## src/rtl/pulse_stretch.sv

```systemverilog
// pulse_stretch: rebuilds single-cycle events into L-cycle level pulses with a forced low gap.
module pulse_stretch #(
  parameter int LEN_W  = 8,
  parameter int GAP    = 2,
  parameter int RETRIG = 1,
  parameter int DROP_W = 8
) (
  input  logic              clk,
  input  logic              rst,
  input  logic              pulse_in,
  input  logic [LEN_W-1:0]  len,
  output logic              level_out,
  output logic              busy,
  output logic [DROP_W-1:0] drop_cnt
);
  localparam int GW = $clog2(GAP + 1);
  localparam logic [GW-1:0] GCNT_LD = GW'(GAP - 1);
  typedef enum logic [1:0] {IDLE, STRETCH, HOLD} state_t;
  state_t state_q, state_d;
  logic [LEN_W-1:0] cnt_q, cnt_d, cnt_ld;
  logic [GW-1:0] gcnt_q, gcnt_d;
  logic pend_q, pend_d, level_q, level_d, busy_q, busy_d, q_ev;
  logic [DROP_W-1:0] drop_q, drop_d;
  assign cnt_ld = (len == '0) ? '0 : len - LEN_W'(1);
  always_comb begin
    state_d = state_q;
    cnt_d   = cnt_q;
    gcnt_d  = gcnt_q;
    pend_d  = pend_q;
    level_d = level_q;
    drop_d  = drop_q;
    q_ev    = 1'b0;
    case (state_q)
      IDLE:
        if (pulse_in) begin
          state_d = STRETCH;
          level_d = 1'b1;
          cnt_d   = cnt_ld;
        end
      STRETCH:
        if (RETRIG != 0 && pulse_in) cnt_d = cnt_ld;
        else begin
          q_ev = pulse_in;
          if (cnt_q == '0) begin
            state_d = HOLD;
            level_d = 1'b0;
            gcnt_d  = GCNT_LD;
          end else cnt_d = cnt_q - LEN_W'(1);
        end
      HOLD:
        if (gcnt_q != '0) begin
          gcnt_d = gcnt_q - GW'(1);
          q_ev   = pulse_in;
        end else if (pend_q || pulse_in) begin
          // a queued event and a fresh one together: start one, keep one queued
          state_d = STRETCH;
          level_d = 1'b1;
          cnt_d   = cnt_ld;
          pend_d  = pend_q & pulse_in;
        end else state_d = IDLE;
      default: state_d = IDLE;
    endcase
    if (q_ev) begin
      if (!pend_q) pend_d = 1'b1;
      else if (drop_q != '1) drop_d = drop_q + DROP_W'(1);
    end
    busy_d = state_d != IDLE;
  end
  always_ff @(posedge clk) begin
    if (rst) begin
      state_q <= IDLE;
      cnt_q   <= '0;
      gcnt_q  <= '0;
      pend_q  <= 1'b0;
      level_q <= 1'b0;
      busy_q  <= 1'b0;
      drop_q  <= '0;
    end else begin
      state_q <= state_d;
      cnt_q   <= cnt_d;
      gcnt_q  <= gcnt_d;
      pend_q  <= pend_d;
      level_q <= level_d;
      busy_q  <= busy_d;
      drop_q  <= drop_d;
    end
  end
  assign level_out = level_q;
  assign busy      = busy_q;
  assign drop_cnt  = drop_q;
endmodule

```

## config.mk

```make
export PLATFORM = sky130hd
export DESIGN_NAME = pulse_stretch
export DESIGN_NICKNAME = d
export VERILOG_FILES = /design/src/rtl/pulse_stretch.sv
export SDC_FILE = /design/constraint.sdc
export NUM_CORES = 1
export LEC_CHECK = 0
export BUFFER_PORTS_ARGS = -buffer_cell sky130_fd_sc_hd__buf_2
export CAP_MARGIN = 20
export CORE_ASPECT_RATIO = 1.2
export CORE_UTILIZATION = 40
export CTS_CLUSTER_SIZE = 12
export DETAILED_ROUTE_END_ITERATION = 8
export GPL_TIMING_DRIVEN = 0
export SLEW_MARGIN = 15
export SYNTH_ARGS = -nofsm -noshare
export SYNTH_HDL_FRONTEND = slang
export SYNTH_SLANG_ARGS = --single-unit
```

## constraint.sdc

```tcl
create_clock -name clk -period 2.8 [get_ports clk]
set_clock_uncertainty 0.2 [all_clocks]
set_input_delay 0.14 -clock clk [delete_from_list [all_inputs] [get_ports clk]]
set_output_delay 0.14 -clock clk [all_outputs]
set_load 0.005 [all_outputs]
```

==> results.yml <==
run_status:
  status: "finished clean"
timing:
  timing.hold.ws_ns: 0.05158
  final_hold_viol_count: 0
  worst_slack_ns: 0.5091
  relSlewSlack: 0.6306
  max_freq_mhz: 436.5
  setup_viol: 0
  period_minus_slack_ns: 2.291
  rsz0062_at_grt: "no"
  maxSlewViolCount: 0
  worstMarginPinSlew_ns: 0.5491
  fin_tns_setup_ns: 0
  finalCritPeriodShare: 0.8182
floorplanning:
  start_util: 0.4174
  num_rows: 23
  core_um2: 3309
  ios: 21
  fp.dieH_um: 66.38
  die_x_um: 55.65
  die-area_um2: 3693
place:
  port_buffers: 20
  hpwl_mm: 2.355
  placed_area_um2: 1528
  post-place-ws_ns: 0.5280
  place_congestion: 0.8617
  dp.cells: 225
synth:
  syn_area_um2: 1381
  ys_seq_area_frac: 0.3333
  ys_warn_count: 0
  ys_top_cells_by_area: "dfxtp_1, a21oi_1, nor2_1, ha_1, o21ai_0"
  synth_top_area_frac: 0.3333
  avgSynthCellArea_um2: 8.222
  synthCells: 168
  synthesis.nets: 184
  ys_ff_latch: 23
  yosys.area.top_type: "dfxtp_1"
  ys_types: 41
pwr:
  combPwrFrac: 0.205
  p_sw_mw: 0.2086
  power_density_nw_per_um2: 450.2
  clock_power_share: 0.288
  power.share.sequential: 0.507
  power.internal_mw: 0.5091
  sw_frac_of_total: 0.2906
  p_leak_nw: 0.6282
  finalPower_mw: 0.7176
  vdd_ir_drop_max_mv: 0.3437
detailed_routing:
  wire_per_inst_um: 13.34
  drtPass1Iterations: 4
  dr_total_vias: 1306
  post-route-drc-count: 0
  vias_per_cell: 5.654
  drt_iter0_drc: 40
  ant_nets: 0
  routed_wl_mm: 3.082
grt:
  track_usage: 0.1830
  grt_max_degree: 14
  grt_overflow_total: 0
  met3_usage: 0.03718
  grt_pass1_vias: 1245
  grt_util_met1: 0.2164
  antenna_found_initial: 0
  busiest_layer: "met2"
  met2_usage: 0.3268
  grt_pass1_wl_mm: 5.464
critical_path:
  critPathBufInv: 2
  crit_required_ns: 2.76
  max_stage_delay_ns: 0.40
  crit_family: "compound AO/OA/AOI/OAI gates"
  crit_type: "flop to flop"
  critPathCaptureType: "flop"
  cpMaxStageDelayCell: "a21oi_1"
  critPathMaxFanout: 8
  crit_arrival_ns: 2.25
  cp_cell_sequence: "inv_1 > ha_1 > nand2b_1 > a21oi_1 > and2_2 > clkbuf_1 > o21ai_0 > a32o_1"
  start_kind: "flop"
min_path:
  hp-class: "primary input to flop"
cts:
  ctsRootBufferMaster: "clkbuf_8"
  post_cts_buffers: 0
  cts_buffer_depth: 2
  clkSinkCount: 23
  clk_latency_ns: 0.26
  numCtsBuffers: 3
  clk_pin_slew_ns: 0.08
  cts_tree: "done"
  htree_levels: 1
final_layout:
  final_cells: 231
  area_growth_pct: 15.40
  stdcell_area_um2: 1594
  fillers: 329
  drive_gt1_frac: 0.1753
  finalNetCount: 211
  antenna_cells: 0
  final_util: 0.4817
run:
  maxCapViolCount: 0
cells in the mapped netlist:
master	count
or4b_1	2
and3_2	1
nand4b_4	1
ha_1	5
inv_1	12
o311ai_0	2
and2_1	2
nor3b_1	2
a211oi_1	3
clkbuf_8	1
xor2_1	4
nor4_1	3
nand3b_1	1
mux2_2	1
or3b_1	2
buf_4	1
nor3b_4	1
nand3_1	6
a311oi_1	1
nor3_1	8
and2_2	1
and2_4	1
nor4b_1	1
dfxtp_1	23
clkbuf_1	4
o21ai_0	10
o211a_1	1
xnor2_1	4
nand2_1	11
a21oi_1	15
nor4b_4	1
a31oi_1	1
a32o_1	2
nor2_1	17
o31ai_1	2
o311a_2	1
nand2b_1	2
or3_1	2
and4_1	1
nand4_1	6
o211ai_1	3
cell type report:
type	instances	area (um^2)	share of cell area
multi-input cells	127	839.6	0.5267
flip-flops and latches	23	460.4	0.2889
repair buffers	22	120.1	0.07535
well taps	37	46.29	0.02904
inverters	12	45.04	0.02826
clock buffers	3	41.29	0.02590
plain buffers	6	36.28	0.02276
clock inverters	1	5.005	0.003140
flip-flops by register name (all words and copies together), names as in the netlist:
name / flops
busy: 1
cnt_q: 8
drop_cnt: 8
gcnt_q: 2
level_out: 1
pend_q: 1
state_q: 2
path summary, 6_finish.rpt:
check                               start   endpoint  slack, ns  cells past startpoint
worst max-delay path            gcnt_q[0]   cnt_q[5]       0.51                      8
worst min-delay path               len[0]   cnt_q[0]       0.05                      3
worst max register to register  gcnt_q[0]   cnt_q[5]       0.51                      8
worst min register to register  gcnt_q[0]  gcnt_q[0]       0.24                      1
timing repair:
item	in CTS	in global routing
gates resized for setup	0	0
hold endpoints to repair	2	0
hold buffers	2	0
endpoints found under the setup margin	0	0
routing by layer:
metal	vias to the layer above	share of wire
li1	672	-
met1	603	0.45
met2	26	0.50
met3	5	0.036
met4	0	0.012
met5	-	0
cells by family after synthesis:
logic type | after synthesis | synth area share
AO/OA/AOI/OAI | 41 | 0.1875
XOR/XNOR | 8 | 0.05072
adder cells (fa/ha/maj) | 5 | 0.04529
buffers and inverters | 18 | 0.05887
flip-flops | 23 | 0.3333
multiplexers | 1 | 0.008152
AND/OR/NAND/NOR | 72 | 0.3161
worst min-delay path, cell delays in order:
cell and delay [ns]:
buf_2 0.12, o311a_2 0.18, nor3_1 0.04
power groups by stage:
stage                     Sequential [mW]  Combinational, mW  Clock (mW)
final                               0.364              0.147       0.206
after global routing                0.368              0.165       0.230
after CTS                           0.363              0.148       0.213
after detailed placement            0.371              0.145           0
after global placement              0.370              0.141           0
after floorplan                     0.368              0.103           0
cells in the final DEF (no fill, tap or decap), types with 3 or more instances in the layout:
cell type,n
nor2_1,17
clkbuf_8,4
ha_1,5
o211ai_1,3
xor2_1,4
a21oi_1,15
nand3_1,6
nand4_1,6
buf_2,20
clkbuf_1,4
xnor2_1,4
dfxtp_1,23
nor4_1,3
a211oi_1,3
inv_1,12
o21ai_0,10
nor3_1,8
nand2_1,11
No activity file was read; power rests on OpenSTA's default activity.
